--- config.mk ---
export PLATFORM = sky130hd
export DESIGN_NAME = imem_loader_flat
export DESIGN_NICKNAME = d
export VERILOG_FILES = /design/src/rtl/imem_loader_if.sv /design/src/rtl/imem_loader.sv /design/src/flat_wrapper.sv
export SDC_FILE = /design/constraint.sdc
export NUM_CORES = 1
export LEC_CHECK = 0
export CORE_ASPECT_RATIO = 2
export CORE_UTILIZATION = 50
export DETAILED_ROUTE_END_ITERATION = 16
export PLACE_DENSITY = 0.76
export REMOVE_ABC_BUFFERS = 1
export SLEW_MARGIN = 25
export SYNTH_ARGS = -nofsm -noshare
export SYNTH_HDL_FRONTEND = slang
export SYNTH_SLANG_ARGS = --single-unit
export TNS_END_PERCENT = 1
--- constraint.sdc ---
create_clock -name clk -period 2.15 [get_ports clk]
set_clock_uncertainty 0.15 [all_clocks]
set_input_delay 0.5375 -clock clk [delete_from_list [all_inputs] [get_ports clk]]
set_output_delay 0.5375 -clock clk [all_outputs]
set_load 0.01 [all_outputs]
--- src/rtl/imem_loader_if.sv ---
// Boot-link byte stream plus instruction-memory write port of the loader.
// master: loader side (consumes the stream, drives the memory write port).
// slave:  environment side (byte source and instruction memory).
interface imem_loader_if #(
    parameter int ADDR_W = 8
);
    logic              in_valid;
    logic              in_ready;
    logic [7:0]        in_data;
    logic              mem_we;
    logic [ADDR_W-1:0] mem_addr;
    logic [31:0]       mem_wdata;

    modport master (
        input  in_valid, in_data,
        output in_ready, mem_we, mem_addr, mem_wdata
    );

    modport slave (
        output in_valid, in_data,
        input  in_ready, mem_we, mem_addr, mem_wdata
    );
endinterface

--- src/rtl/imem_loader.sv ---
// imem_loader: receives a byte-serial program image (LEN_HI, LEN_LO, then
// N big-endian 32-bit words) and writes it into instruction memory starting
// at BASE_ADDR, holding the core until the whole image is in place.
//
// Optional feature macro: IMEM_LOADER_CHECKSUM_EN. When defined, one extra
// byte after the payload must equal the XOR of all payload bytes before the
// core is released; words are still written as they arrive.
//
// The word index and length are 16 bits wide, so ADDR_W must be <= 16.
module imem_loader #(
    parameter int ADDR_W    = 8,
    parameter int BASE_ADDR = 0
) (
    input  logic          clk,
    input  logic          rst,
    input  logic          start,
    imem_loader_if.master bus,
    output logic          core_hold,
    output logic          done,
    output logic          error
);

`ifdef IMEM_LOADER_CHECKSUM_EN
    typedef enum logic [2:0] {
        S_IDLE, S_LEN_HI, S_LEN_LO, S_DATA, S_DONE, S_ERR, S_CHK
    } state_t;
`else
    typedef enum logic [2:0] {
        S_IDLE, S_LEN_HI, S_LEN_LO, S_DATA, S_DONE, S_ERR
    } state_t;
`endif

    // Largest word count that fits between BASE_ADDR and the top of memory.
    localparam logic [16:0] MAX_LEN = 17'((32'd1 << ADDR_W) - 32'(BASE_ADDR));

    state_t            state_q, state_d;
    logic [15:0]       len_q, len_d;
    logic [15:0]       word_idx_q, word_idx_d;
    logic [1:0]        byte_cnt_q, byte_cnt_d;
    logic [23:0]       shift_q, shift_d;
    logic              in_ready_q, in_ready_d;
    logic              mem_we_q, mem_we_d;
    logic [ADDR_W-1:0] mem_addr_q, mem_addr_d;
    logic [31:0]       mem_wdata_q, mem_wdata_d;
    logic              core_hold_q, core_hold_d;
    logic              done_q, done_d;
    logic              error_q, error_d;
`ifdef IMEM_LOADER_CHECKSUM_EN
    logic [7:0]        xor_q, xor_d;
`endif

    logic        fire;
    logic [15:0] new_len;

    assign fire    = bus.in_valid && in_ready_q;
    assign new_len = {len_q[15:8], bus.in_data};

    // Next-state, datapath and registered-output computation.
    always_comb begin
        state_d     = state_q;
        len_d       = len_q;
        word_idx_d  = word_idx_q;
        byte_cnt_d  = byte_cnt_q;
        shift_d     = shift_q;
        mem_we_d    = 1'b0;
        mem_addr_d  = mem_addr_q;
        mem_wdata_d = mem_wdata_q;
`ifdef IMEM_LOADER_CHECKSUM_EN
        xor_d       = xor_q;
`endif

        case (state_q)
            S_IDLE: begin
                if (start) state_d = S_LEN_HI;
            end
            S_LEN_HI: begin
                if (fire) begin
                    len_d[15:8] = bus.in_data;
                    state_d     = S_LEN_LO;
                end
            end
            S_LEN_LO: begin
                if (fire) begin
                    len_d      = new_len;
                    word_idx_d = '0;
                    byte_cnt_d = '0;
`ifdef IMEM_LOADER_CHECKSUM_EN
                    xor_d      = '0;
`endif
                    // Zero or oversized images are rejected before any write.
                    if (new_len != 16'd0 && {1'b0, new_len} <= MAX_LEN)
                        state_d = S_DATA;
                    else
                        state_d = S_ERR;
                end
            end
            S_DATA: begin
                if (fire) begin
`ifdef IMEM_LOADER_CHECKSUM_EN
                    xor_d = xor_q ^ bus.in_data;
`endif
                    if (byte_cnt_q == 2'd3) begin
                        mem_we_d    = 1'b1;
                        mem_addr_d  = ADDR_W'(BASE_ADDR) + word_idx_q[ADDR_W-1:0];
                        mem_wdata_d = {shift_q, bus.in_data};
                        word_idx_d  = word_idx_q + 16'd1;
                        byte_cnt_d  = 2'd0;
                        if (word_idx_q == len_q - 16'd1) begin
`ifdef IMEM_LOADER_CHECKSUM_EN
                            state_d = S_CHK;
`else
                            state_d = S_DONE;
`endif
                        end
                    end else begin
                        shift_d    = {shift_q[15:0], bus.in_data};
                        byte_cnt_d = byte_cnt_q + 2'd1;
                    end
                end
            end
`ifdef IMEM_LOADER_CHECKSUM_EN
            S_CHK: begin
                if (fire) state_d = (bus.in_data == xor_q) ? S_DONE : S_ERR;
            end
`endif
            S_DONE, S_ERR: begin
                if (start) state_d = S_LEN_HI;
            end
            default: state_d = S_IDLE;
        endcase

        in_ready_d = (state_d == S_LEN_HI) || (state_d == S_LEN_LO) ||
                     (state_d == S_DATA)
`ifdef IMEM_LOADER_CHECKSUM_EN
                     || (state_d == S_CHK)
`endif
                     ;
        // done follows the state by one cycle so the final write (first
        // cycle of DONE) lands before the core is released.
        done_d      = (state_q == S_DONE) && !start;
        core_hold_d = !done_d;
        error_d     = (state_d == S_ERR);
    end

    // State and output registers with synchronous reset.
    always_ff @(posedge clk) begin
        if (rst) begin
            state_q     <= S_IDLE;
            len_q       <= '0;
            word_idx_q  <= '0;
            byte_cnt_q  <= '0;
            shift_q     <= '0;
            in_ready_q  <= 1'b0;
            mem_we_q    <= 1'b0;
            mem_addr_q  <= '0;
            mem_wdata_q <= '0;
            core_hold_q <= 1'b1;
            done_q      <= 1'b0;
            error_q     <= 1'b0;
`ifdef IMEM_LOADER_CHECKSUM_EN
            xor_q       <= '0;
`endif
        end else begin
            state_q     <= state_d;
            len_q       <= len_d;
            word_idx_q  <= word_idx_d;
            byte_cnt_q  <= byte_cnt_d;
            shift_q     <= shift_d;
            in_ready_q  <= in_ready_d;
            mem_we_q    <= mem_we_d;
            mem_addr_q  <= mem_addr_d;
            mem_wdata_q <= mem_wdata_d;
            core_hold_q <= core_hold_d;
            done_q      <= done_d;
            error_q     <= error_d;
`ifdef IMEM_LOADER_CHECKSUM_EN
            xor_q       <= xor_d;
`endif
        end
    end

    assign bus.in_ready  = in_ready_q;
    assign bus.mem_we    = mem_we_q;
    assign bus.mem_addr  = mem_addr_q;
    assign bus.mem_wdata = mem_wdata_q;
    assign core_hold     = core_hold_q;
    assign done          = done_q;
    assign error         = error_q;

endmodule

--- src/flat_wrapper.sv ---
// flat-port wrapper written by rule: the top's interface ports become plain ports
module imem_loader_flat 
#(
    parameter int ADDR_W    = 8,
    parameter int BASE_ADDR = 0
)
  (clk, rst, start, core_hold, done, error, bus_in_valid, bus_in_data, bus_in_ready, bus_mem_we, bus_mem_addr, bus_mem_wdata);
  imem_loader_if #(.ADDR_W(ADDR_W)) bus_i ();
  input  logic clk;
  input  logic rst;
  input  logic start;
  output logic core_hold;
  output logic done;
  output logic error;
  input wire logic [$bits(bus_i.in_valid)-1:0] bus_in_valid;
  input wire logic [$bits(bus_i.in_data)-1:0] bus_in_data;
  output wire logic [$bits(bus_i.in_ready)-1:0] bus_in_ready;
  output wire logic [$bits(bus_i.mem_we)-1:0] bus_mem_we;
  output wire logic [$bits(bus_i.mem_addr)-1:0] bus_mem_addr;
  output wire logic [$bits(bus_i.mem_wdata)-1:0] bus_mem_wdata;
  assign bus_i.in_valid = bus_in_valid;
  assign bus_i.in_data = bus_in_data;
  assign bus_in_ready = bus_i.in_ready;
  assign bus_mem_we = bus_i.mem_we;
  assign bus_mem_addr = bus_i.mem_addr;
  assign bus_mem_wdata = bus_i.mem_wdata;
  imem_loader #(.ADDR_W(ADDR_W), .BASE_ADDR(BASE_ADDR)) u_core (.clk(clk), .rst(rst), .start(start), .bus(bus_i), .core_hold(core_hold), .done(done), .error(error));
endmodule
Word level (Yosys, flattened, before mapping). Index checks and enable logic that the tools add are counted.

Add/subtract/negate cells: 3. $lt $le $gt $ge: 1. Equal/unequal tests: 14. Multiplexer cells: 19. Bitwise logic cells: 4. Reductions and logical operators: 18.

Operators with widths (count): two-way mux 16 bit (3); one-hot mux 16 bit (2 select lines) (1); two-way mux 3 bit (7); adder 16 x 1 -> 16 bit, second input constant (1); == test 16 bit (1); <= comparator 16 x 9 -> 1 bit, second input constant (1); one-hot mux 8 bit (2 select lines) (1); nonzero test 16 bit (1); subtractor 16 x 1 -> 16 bit, second input constant (1); == test 3 x 2 -> 1 bit, second input constant (4); one-hot mux 3 bit (4 select lines) (1); AND reduction 3 bit (4); == test 3 bit, second input constant (3); two-way mux 8 bit (1); == test 3 x 1 -> 1 bit, second input constant (2); two-way mux 2 bit (3); != test 2 x 1 -> 1 bit, second input constant (3); OR reduction 3 bit (2); inverter 1 bit (4); one-hot mux 2 bit (2 select lines) (1); AND reduction 4 bit (1); logical AND 1 bit (3); zero test 3 bit (1); adder 2 x 1 -> 2 bit, second input constant (1); 6 further kinds (8).

Bits in registers: 106. Input bits: 12. Output and inout port bits: 45. Word-level logic and storage cells: 72.

Logic depth before layout (Yosys ltp).
Word-level depth: 9. Depth in mapped cells: 8.

Worst setup path before layout. No wires, ideal clock.

Path type: register to register. From: register u_core.len_q[0]. To: register u_core.state_q[2]. Library setup time: 0.127 ns. Arrival time: 1.889 ns. Required time: 1.873 ns. Slack: -0.016 ns. Stages on the path, launching flop included: 9. Buffers on the path: 0. Clock period less this slack: 2.166 ns. Path through: dfxtp_1 > inv_1 > ha_1 > nor3b_2 > and3_1 > a211o_1 > a31oi_1 > nor4_1 > o2bb2ai_1.

Word-level cells in the longest chain between the ends: 6.

RTL lines: start, declared (RTL line imem_loader.sv:37) `logic [15:0] len_q, len_d;`; start signal, assigned (RTL line imem_loader.sv:165) `len_q <= len_d;`; subtractor 16 x 1 -> 16 bit (RTL line imem_loader.sv:108) `if (word_idx_q == len_q - 16'd1) begin`; == test 16 bit (RTL line imem_loader.sv:108); two-way mux 3 bit (RTL line imem_loader.sv:108); two-way mux 3 bit (RTL line imem_loader.sv:102) `if (byte_cnt_q == 2'd3) begin`; two-way mux 3 bit (RTL line imem_loader.sv:98) `if (fire) begin`; one-hot mux 3 bit (4 select lines) (RTL line imem_loader.sv:72) `case (state_q)`; end signal, assigned (RTL line imem_loader.sv:164) `state_q <= state_d;`; end, declared (RTL line imem_loader.sv:36) `state_t state_q, state_d;`.

No other way between the ends. A chain may end at the register's enable or synchronous reset.

Final worst setup path.
From: register u_core.len_q[0]. To: register u_core.state_q[1].

The elaborated chain is that of the path after synthesis.

==> run_results.csv <==
group,metric,value,unit
outcome,outcome,"complete, but fails checks",
outcome,failed_checks,"setup timing",
routing,routedWlPerCell,14.8,um
sta,fin_crit,2.24,ns
cts,clock_latency,0.35,ns
setup_path,worstPathMaxFanout,4,
routing,routed-wl-met3,360,um
die,ios,57,
routing,m1WireLength,4130,um
die,die_area,9450,um^2
synthesis,synth.avg_cell_area,8.13,um^2
synthesis,synthCells,556,
setup_path,r2r_setup_slack,-0.09,ns
global_routing,grt_pass1_wl,18200,um
layout,antenna_cells,0,
setup_path,critPathMaxStageDelay,0.59,ns
synthesis,synth_cell_type_count,51,
placement,place_hpwl,7740,um
die,die_w,69.2,um
global_routing,grt_use_total,24.4,%
setup_path,cp.required,2.21,ns
sta,finalHoldViolCount,0,
power_and_ir_drop,vdd_drop_max,0.417,mV
routing,final_antenna_net_count,0,
setup_path,cp-end-kind,"flip-flop",
cts,cts_tree,"built",
placement,dp.cells,726,
setup_path,cp-start-kind,"flip-flop",
synthesis,syn_area,4520,um^2
global_routing,antenna_found_initial,0,
routing,dr_total_vias,4081,
placement,place_congestion,0.930,
global_routing,grt-ovfl-total,0,
setup_path,cp_top_family,"compound AO/OA/AOI/OAI gates",
routing,drt_iter0_markers,339,
synthesis,async_flop_share,0,%
placement,port_buffers,56,
sta,tightest_slew,0.524,ns
synthesis,synth_warnings,0,
min_path,hold_class,"reg -> reg",
power_and_ir_drop,cellPowerDensity,668,nW/um^2
routing,dr_wl_met2,5950,um
synthesis,ys_seq_area_share,46.9,%
layout,final_cell_mix,"144 x nand2_1, 102 x dfxtp_1, 74 x a21oi_1",
cts,cts.sinks,106,
routing,drc,0,
cts,clockBufferDepth,2,
setup_path,crit_type,"reg -> reg",
sta,finalCritPeriodShare,104,%
routing,vias_per_cell,5.49,
synthesis,ys_ff_latch,106,
synthesis,ys.flop_type,"dfxtp_1",
die,start_util,51.9,%
sta,tns,-0.192,ns
routing,wirelength,11000,um
sta,maxSlewViolCount,0,
die,core.rowCount,48,
sta,setup_ws,-0.0949,ns
routing,drt_pass1_iterations,4,
global_routing,grt_max_degree,42,
cts,root_buffer,"clkbuf_16",
sta,relSlewSlack,65.0,%
cts,numCtsBuffers,9,
power_and_ir_drop,p_leak,2.09,nW
layout,drive_gt1_share,16.0,%
layout,fin_nets,653,
setup_path,slowest_stage,"or4_4",
cts,cts.clk_slew.worst_paths,0.07,ns
layout,final_common_cell,"nand2_1",
die,die_h,136,um
layout,final_cells,743,
placement,dp_slack,-0.521,ns
synthesis,synth_edf_count,0,
routing,top_layer_used,"met4",
cts,cts_max_level,3,
global_routing,grt_pass1_vias,3899,
setup_path,crit_chain,"or4_4, o41ai_2, o32a_2, a21oi_2, a2111oi_2, a21oi_1",
setup_path,crit_arrival,2.31,ns
setup_path,critPathBufInv,0,
layout,fin_util,68.6,%
job,cap_violations,0,
layout,area_growth_syn_to_layout,32.1,%
sta,rsz0062_at_grt,"yes",
sta,setup_violations,4,
die,design.core.area,8710,um^2
sta,fmax,445,MHz
layer usage:
metal / vias up / GRT usage, %
li1: 2038 / -
met1: 1901 / 25.8
met2: 103 / 43.3
met3: 39 / 4.89
met4: 0 / 16.0
met5: - / 0
power by group:
group	switching (mW)	internal, mW
logic	0.127	0.104
registers	0.0186	1.97
clock network	0.736	1.03
timing repair:
item	4_1_cts	5_1_grt
pin swaps	14	2
hold buffers	0	0
endpoints found under the setup margin	5	31
gates resized for setup	24	6
setup buffers	1	0
final timing paths:
| path | endpoint | depth (start not counted) | from |
|---|---|---|---|
| hold reg to reg | u_core.bus.mem_wdata[22]$_SDFFE_PP0P_ | 2 | u_core.bus.mem_wdata[22]$_SDFFE_PP0P_ |
| hold / removal | u_core.bus.mem_wdata[22]$_SDFFE_PP0P_ | 2 | u_core.bus.mem_wdata[22]$_SDFFE_PP0P_ |
| setup reg to reg | u_core.state_q[1]$_SDFF_PP0_ | 6 | u_core.len_q[0]$_SDFFE_PP0P_ |
| setup / recovery | u_core.state_q[1]$_SDFF_PP0_ | 6 | u_core.len_q[0]$_SDFFE_PP0P_ |
final cells by class:
type | instances | area (um^2)
Fill cell | 704 | 2740
Multi-Input combinational cell | 408 | 2380
Sequential cell | 106 | 2130
Timing Repair Buffer | 103 | 982
Clock buffer | 9 | 225
Tap cell | 100 | 125
Clock inverter | 7 | 100
Inverter | 10 | 37.5
flip-flops by register name, summed over array words and instances (netlist names):
signal and cells:
u_core.bus.mem_wdata 32, u_core.shift_q 24, u_core.len_q 16, u_core.word_idx_q 16, u_core.bus.mem_addr 8, u_core.state_q 3
u_core.byte_cnt_q 2, u_core.bus.in_ready 1, u_core.bus.mem_we 1, u_core.core_hold 1, u_core.done 1, u_core.error 1
worst register-to-register path: cells and delay by family (launching register included):
| family | cells | cell delay [ns] |
|---|---|---|
| simple gates | 1 | 0.59 |
| flops | 1 | 0.34 |
| compound gates | 5 | 1.03 |
metrics by stage:
step	hold slack (ns)	power, mW	instance area (um^2)
after floorplan	0.276	2.12	4400
after CTS	0.305	4.01	5950
after detailed placement	0.294	2.24	5510
after global routing	0.321	4.13	5970
final	0.302	3.99	5970
after global placement	0.287	2.24	5510
cells in the mapped netlist (all sizes together) (2+ instances only):
library cell	n	area share, %
inv	10	0.83
ha	3	0.83
nor2	51	4.3
or2	2	0.28
mux2i	17	3.8
or4	3	0.66
a31oi	5	0.69
nand3b	2	0.33
nand2	144	12
o21ai	4	0.44
nand2b	4	0.55
and3	8	1.1
a211oi	3	0.50
a211o	2	0.39
or3	2	0.28
nor4b	2	0.39
a21oi	75	8.4
clkbuf	30	2.5
nand3	6	0.66
and2	2	0.28
xnor2	16	3.1
nor3	10	1.1
buf	2	0.19
nor3b	2	0.44
nand4	6	0.83
dfxtp	106	47
nor4	8	1.7
xor2	15	2.9
cell families (layout without fill, tap and decap cells):
| kind of cell | Yosys count | after routing | synth area share [%] |
|---|---|---|---|
| flip-flops | 106 | 106 | 46.9 |
| AND/OR/NAND/NOR | 254 | 254 | 25.3 |
| buffers and inverters | 42 | 129 | 3.52 |
| adder cells (fa/ha/maj) | 3 | 3 | 0.830 |
| multiplexers | 17 | 17 | 3.76 |
| XOR/XNOR | 32 | 32 | 6.50 |
| AO/OA/AOI/OAI | 102 | 102 | 13.2 |
No activity file was read; power rests on OpenSTA's default activity.
